## config.mk

```make
export PLATFORM = sky130hd
export DESIGN_NAME = div_ctrl
export DESIGN_NICKNAME = d
export VERILOG_FILES = /design/src/rtl/div_ctrl.sv
export SDC_FILE = /design/constraint.sdc
export NUM_CORES = 1
export LEC_CHECK = 0
export CORE_ASPECT_RATIO = 1.25
export CORE_MARGIN = 2
export CORE_UTILIZATION = 35
export DETAILED_ROUTE_END_ITERATION = 8
export MAX_ROUTING_LAYER = met4
export PLACE_DENSITY = 0.65
export SLEW_MARGIN = 15
export SYNTH_ARGS = -nofsm -noshare
export SYNTH_HDL_FRONTEND = slang
export SYNTH_SLANG_ARGS = --single-unit
```

## constraint.sdc

```tcl
create_clock -name clk -period 3.4 [get_ports clk]
set_input_delay 0.68 -clock clk [delete_from_list [all_inputs] [get_ports clk]]
set_output_delay 0.68 -clock clk [all_outputs]
set_load 0.01 [all_outputs]
```

## src/rtl/div_ctrl.sv

```systemverilog
// div_ctrl: sequences DIV/DIVU/REM/REMU requests through a shared unsigned iterative divider core with sign fix-up and flush draining.
module div_ctrl #(
    parameter int XLEN = 32
) (
    input  logic            clk,
    input  logic            rst,
    input  logic            req_valid_i,
    output logic            req_ready_o,
    input  logic [1:0]      op_i,
    input  logic [XLEN-1:0] rs1_i,
    input  logic [XLEN-1:0] rs2_i,
    input  logic [4:0]      rd_i,
    input  logic            flush_i,
    output logic            core_start_o,
    output logic [XLEN-1:0] core_dividend_o,
    output logic [XLEN-1:0] core_divisor_o,
    input  logic            core_done_i,
    input  logic [XLEN-1:0] core_quot_i,
    input  logic [XLEN-1:0] core_rem_i,
    output logic            resp_valid_o,
    input  logic            resp_ready_i,
    output logic [XLEN-1:0] result_o,
    output logic [4:0]      rd_o,
    output logic            busy_o
);
    localparam logic [XLEN-1:0] MIN = {1'b1, {(XLEN-1){1'b0}}};

    typedef enum logic [2:0] {IDLE, LAUNCH, WAIT, FIX, RESP, DRAIN} state_t;

    state_t          state, next;
    logic            is_rem, neg1, neg2;
    logic [4:0]      rd;
    logic [XLEN-1:0] dvd, dvs, quot, rem, res;
    logic            sgn, n1, n2, special, acc;
    logic [XLEN-1:0] m1, m2, spec_res, fix_res;

    always_comb begin
        sgn      = ~op_i[0];
        n1       = sgn & rs1_i[XLEN-1];
        n2       = sgn & rs2_i[XLEN-1];
        m1       = n1 ? -rs1_i : rs1_i;
        m2       = n2 ? -rs2_i : rs2_i;
        special  = (rs2_i == '0) | (sgn & (rs1_i == MIN) & (&rs2_i));
        spec_res = (rs2_i == '0) ? (op_i[1] ? rs1_i : '1) : (op_i[1] ? '0 : MIN);
        fix_res  = is_rem ? (neg1 ? -rem : rem) : ((neg1 ^ neg2) ? -quot : quot);
        acc      = req_valid_i & req_ready_o;
    end

    always_comb begin
        next = state;
        case (state)
            IDLE:    next = acc ? (special ? RESP : LAUNCH) : IDLE;
            LAUNCH:  next = flush_i ? IDLE : WAIT;
            WAIT:    next = flush_i ? (core_done_i ? IDLE : DRAIN) : (core_done_i ? FIX : WAIT);
            FIX:     next = flush_i ? IDLE : RESP;
            RESP:    next = (flush_i | resp_ready_i) ? IDLE : RESP;
            DRAIN:   next = core_done_i ? IDLE : DRAIN;
            default: next = IDLE;
        endcase
    end

    always_ff @(posedge clk) begin
        if (!rst) begin
            state  <= IDLE;
            is_rem <= 1'b0;
            neg1   <= 1'b0;
            neg2   <= 1'b0;
            rd     <= '0;
            dvd    <= '0;
            dvs    <= '0;
            quot   <= '0;
            rem    <= '0;
            res    <= '0;
        end else begin
            state <= next;
            if (acc) begin
                is_rem <= op_i[1];
                neg1   <= n1;
                neg2   <= n2;
                rd     <= rd_i;
                dvd    <= m1;
                dvs    <= m2;
                if (special) res <= spec_res;
            end
            if (state == WAIT && core_done_i) begin
                quot <= core_quot_i;
                rem  <= core_rem_i;
            end
            if (state == FIX) res <= fix_res;
        end
    end

    assign req_ready_o     = (state == IDLE) & ~flush_i;
    assign core_start_o    = (state == LAUNCH) & ~flush_i;
    assign resp_valid_o    = state == RESP;
    assign busy_o          = state != IDLE;
    assign core_dividend_o = dvd;
    assign core_divisor_o  = dvs;
    assign result_o        = res;
    assign rd_o            = rd;
endmodule

```

Word-level counts from Yosys, hierarchy flattened
Cells that the tools add are included.
W data, S select, Z words.
{ "totals": {"register_bits": 171, "input_bits": 141, "elab_cells": 60} }
{ "classes": {"addsub": 4, "eq_ne": 6, "n_mux": 20, "bitwise": 12, "n_reduce_logical": 8} }
{ "ops": {"columns": ["cell", "n"], "rows": [
  ["$mux W32", 11],
  ["$neg A32 Y32", 4],
  ["$eq A32 B32 Y1 const B", 1],
  ["$logic_not A32 Y1", 1],
  ["$reduce_and A32 Y1", 1],
  ["$mux W3", 6],
  ["$pmux W3 S6", 1],
  ["$and A1 B1 Y1", 7],
  ["$eq A3 B2 Y1 const B", 2],
  ["$eq A3 B3 Y1 const B", 2],
  ["$reduce_bool A2 Y1", 2],
  ["$eq A3 B1 Y1 const B", 1],
  ["$logic_not A3 Y1", 1],
  ["$reduce_bool A3 Y1", 1],
  ["$mux W2", 1],
  ["$not A1 Y1", 2],
  ["$or A1 B1 Y1", 2],
  ["$reduce_and A2 Y1", 1],
  ["$logic_and A1 B1 Y1", 1],
  ["$mux W1", 1],
  ["$xor A1 B1 Y1", 1]
]} }

Longest topological paths before layout
Gate-level depths: netlist of the first run.
{ "depth": {"ltp_word": 7, "mapped_depth": 10} }

Least setup slack after synthesis of the first run
No wires, ideal clock.
{ "synth_timing": {"kind": "in2reg", "startpoint": "input port rs1_i[0]", "endpoint": "register res[0], in the netlist result_o[0]", "setup_time_ns": 0.128, "t_arrival_ns": 2.656, "setup_slack_ns": 0.616, "path_stages": 10, "path_buffers": 1, "path_cell_list": "inv_1 ha_1 or3b_1 nor4_1 nand3_1 nor3_4 a211oi_1 buf_2 a221oi_2 nor2_1"} }
{ "synth_between": {"elab_chain_cells": 6, "word_cells_on_any_way": 11, "cone_classes": "eq/ne (1); mux (5); bitwise (3); reduce/logical (2)"} }
{ "synth_lines": {"columns": ["element", "line_no", "rtl"], "rows": [
  ["from (decl)", "10", "input logic [XLEN-1:0] rs1_i,"],
  ["$eq A32 B32 Y1", "43", "special = (rs2_i == '0) | (sgn & (rs1_i == MIN) & (&rs2_i));"],
  ["$and A1 B1 Y1 (2 in a row)", "43", null],
  ["$or A1 B1 Y1", "43", null],
  ["$reduce_bool A2 Y1 (no line)", null, null],
  ["$reduce_and A2 Y1 (no line)", null, null],
  ["to (signal assigned)", "83", "if (special) res <= spec_res;"],
  ["to (signal assigned)", "89", "if (state == FIX) res <= fix_res;"],
  ["to (decl)", "33", "logic [XLEN-1:0] dvd, dvs, quot, rem, res;"]
]} }
Several ways; a longest one is shown, not always the timed one. The select of a mux whose other input is x is not followed.
A chain may end at the register's enable or synchronous reset.

Worst setup path in the final report of the first run
{ "layout_timing": {"startpoint": "register quot[7]", "endpoint": "register res[29], in the netlist result_o[29]"} }
{ "layout_between": {"elab_chain_cells": 4} }
{ "layout_lines": {"columns": ["element", "line_no", "rtl"], "rows": [
  ["from (decl)", "33", null],
  ["from (signal assigned)", "86", "quot <= core_quot_i;"],
  ["$neg A32 Y32", "45", "fix_res = is_rem ? (neg1 ? -rem : rem) : ((neg1 ^ neg2) ? -quot : quot);"],
  ["$mux W32 (2 in a row)", "45", null],
  ["$mux W32", "89", null]
]} }
No other way between the ends.

==> metrics.cfg, run 1 <==
[drt]
vias_per_cell=5.36
dr_total_vias=9771
drt-initial-drc-count=594
first_pass_iters=5
post-route-drc-count=0
ant_nets=0
finalWirelength_mm=34.0
post_drt_wl_per_cell_um=18.7

[timing]
drv_slew=0
setup_tns_ps=0
slew_headroom_pct=48.2
rsz0062_at_grt=no
worst_pin_slew_ps=777
fin_skew_ps=11.1
hold_slack_ps=458
clock.fmax_mhz=315
hold_viol_final=0
min_period_ps=3170
finalCritPeriodShare_pct=93.3
setup-violations-final=0

[worst_setup_path]
critPathMaxStageDelay_ps=620
worstRegToRegCells=8
path_delay_family=simple AND/OR/NAND/NOR gates
cpMostUsedCell=or4_4
arrival_ps=3530
startpoint=quot[7]
cp_num_cells=8
cp-start-kind=flip-flop
path_cells=or4_4 > or4_4 > nor3_1 > mux2_1 > a2111oi_0 > buf_4 > a21oi_1 > o211ai_1
r2r-start=quot[7]
path_max_fanout=10
worst-path-buf-inv=1
endpoint_kind=flip-flop
cp.required_ps=3760
crit_slowest_cell=or4_4
path_class=flip-flop to flip-flop

[logic_synthesis]
synth.yosys.seq_area_share_pct=36.4
ys_types=72
syn_nets=1357
yosys_warnings=0
netlist_area_sq_um=9410
synthCells=1210
synth_ff_type=dfxtp_1
async_flop_share_pct=0
synth_edf_count=0
syn_area_per_cell_sq_um=7.78
synth-seq-cells=171

[global_routing]
grt_max_degree=123
grt_pass1_vias=9305
overflow=0
grt_pass1_wl_mm=51.8
antenna_found_initial=1
grt_use_total_pct=24.3

[cts]
cts-root-buf=clkbuf_16
clk_latency_ps=440
cts_tree=done
ctsResizeCount=0
clk_pin_slew_ps=70
clockBufferDepth=2
cts_made_buffers=17
cts_sinks=171
hold_buffers=0
h-tree-depth=4
postCtsSetupBuffers=0

[hold_path]
hold_path.class=flip-flop to flip-flop
hold_start=rd_o[2]
min_delay_path_depth=2

[place]
io_buffers=245
gp_congestion=0.926
dp_hpwl_mm=26.4

[floorplan]
die_width_um=151
dieHeight_um=187
die_area_sq_um=28200
core_area_sq_um=26700
num_rows=67
start_util_pct=35.3
io_pins=246

[status]
status=complete, no violations

[run]
cap_violations=0

[finish]
final_nets=1610
areaGrowthSynthToFinish_pct=39.1
drive_gt1_share_pct=8.81
nFillCells=2657

[power_and_ir_drop]
p_per_area_nw_per_um2=375
vdd_drop_max_mv=0.334
totalPowerFinal_mw=4.90
p_leak_nw=4.69

-- final timing paths --
| kind | to | slack [ps] |
|---|---|---|
| max | result_o[29] | 230 |
| min | rd_o[2] | 460 |
| max reg2reg | result_o[29] | 230 |
| min reg2reg | rd_o[2] | 460 |
-- registers in the layout, indices dropped and copies added (netlist names) --
name,flops
core_dividend_o,32
core_divisor_o,32
quot,32
rem,32
result_o,32
rd_o,5
state,3
is_rem,1
neg1,1
neg2,1
-- logic make-up (layout without fill, tap and decap cells) --
group / count (synthesis) / count (layout) / share of synthesized area [%]
AND/OR/NAND/NOR: 464 / 464 / 23.6
AO/OA/AOI/OAI: 355 / 355 / 24.1
flip-flops: 171 / 171 / 36.4
XOR/XNOR: 109 / 109 / 10.1
buffers and inverters: 97 / 363 / 4.08
multiplexers: 8 / 8 / 0.877
adder cells (fa/ha/maj): 6 / 6 / 0.798
other: 0 / 1 / 0
-- metal layers --
layer / up-vias / GRT usage, % / part of all wire (%)
met5: - / - / 0
met4: 0 / 9.17 / 3.7
met3: 67 / 3.66 / 5.9
met2: 311 / 41.5 / 50
met1: 4554 / 28.6 / 41
li1: 4839 / - / -
-- worst register-to-register path: stages (launching register included) --
cell,delay (ps)
dfxtp_1,360
or4_4,570
or4_4,620
nor3_1,250
mux2_1,350
a2111oi_0,530
buf_4,220
a21oi_1,40
o211ai_1,150
-- through the flow --
step | utilization, % | instance area [sq um] | setup slack, ps | instances
6_report | 49.1 | 13100 | 229 | 1822
5_1_grt | 49.1 | 13100 | 49.4 | 1822
4_1_cts | 49.1 | 13100 | 190 | 1821
3_5_place_dp | 46.9 | 12500 | -14.0 | 1789
3_3_place_gp | 46.9 | 12500 | 8.75 | 1789
2_1_floorplan | - | 9410 | 616 | 1210
-- report_power, final --
part	internal, mW	total, mW	leakage (nW)	switching, mW
sequential	2.07	2.12	1.39	0.0474
combinational	0.420	0.840	3.03	0.419
clock	1.05	1.94	0.269	0.890
-- cell usage in the layout (no fill, tap or decap), types with 4 or more instances in the layout --
| cell | count |
|---|---|
| o31ai_1 | 26 |
| clkdlybuf4s50_1 | 245 |
| or4_4 | 4 |
| a21oi_1 | 126 |
| a31oi_1 | 17 |
| or4_1 | 14 |
| a221o_1 | 4 |
| xor2_1 | 67 |
| ha_1 | 6 |
| clkbuf_16 | 17 |
| and2_1 | 4 |
| mux2i_1 | 6 |
| nor2_1 | 94 |
| inv_1 | 17 |
| nor2b_1 | 5 |
| nor4_1 | 18 |
| or3_1 | 19 |
| nor3_1 | 22 |
| o211ai_1 | 17 |
| a311oi_1 | 6 |
| a211o_1 | 4 |
| nand2b_1 | 15 |
| nand4_1 | 11 |
| a211oi_1 | 40 |
| nand2_1 | 210 |
| o41ai_1 | 12 |
| clkinvlp_4 | 4 |
| nand3_1 | 20 |
| buf_4 | 67 |
| xnor2_1 | 42 |
| o21ai_0 | 71 |
| dfxtp_1 | 171 |
| o22ai_1 | 7 |
-- synthesized netlist by cell type, types with 3 or more instances --
cell,number,area share (%)
a31oi_1,17,1.1
nand3_1,20,1.1
and2_1,6,0.40
o22ai_1,7,0.47
nand2_1,211,8.4
nor2_1,94,3.7
ha_1,6,0.80
or4_1,14,1.1
or3_1,19,1.3
a221o_1,4,0.43
o21ai_0,71,3.8
o211ai_1,17,1.4
mux2i_1,6,0.64
a211oi_1,41,3.3
nand2b_1,15,1.0
a311oi_1,6,0.56
dfxtp_1,171,36
and3_1,3,0.20
buf_2,7,0.37
xor2_1,67,6.2
o31ai_1,26,2.1
xnor2_1,42,3.9
inv_1,17,0.68
buf_1,6,0.24
nor3_1,22,1.2
o22a_1,3,0.28
o41ai_1,12,1.1
a211o_1,4,0.37
nor2b_1,5,0.33
a21oi_1,126,6.7
or4_4,4,0.48
nor4_1,18,1.2
nand4_1,11,0.73
o41ai_2,3,0.52
clkbuf_1,64,2.6
-- cell type report --
class,count,area [sq um],area share (%)
Tap cell,345,432,3.30
Timing Repair Buffer,313,2980,22.7
Multi-Input combinational cell,942,5620,42.9
Inverter,18,70.1,0.535
Sequential cell,171,3420,26.2
Clock buffer,20,457,3.49
Antenna cell,1,2.50,0.0191
Clock inverter,12,114,0.870
Note: power is estimated with default switching activity, not from simulation.
==> run 2: changes to the inputs <==
--- a/config.mk
+++ b/config.mk
@@ -11,7 +11,7 @@
 export DETAILED_ROUTE_END_ITERATION = 8
 export MAX_ROUTING_LAYER = met4
 export PLACE_DENSITY = 0.65
-export SLEW_MARGIN = 15
 export SYNTH_ARGS = -nofsm -noshare
 export SYNTH_HDL_FRONTEND = slang
 export SYNTH_SLANG_ARGS = --single-unit
+export TNS_END_PERCENT = 50
==> results of run 2 <==
The final DEF is identical to that of run 1; final timing and power are the same.
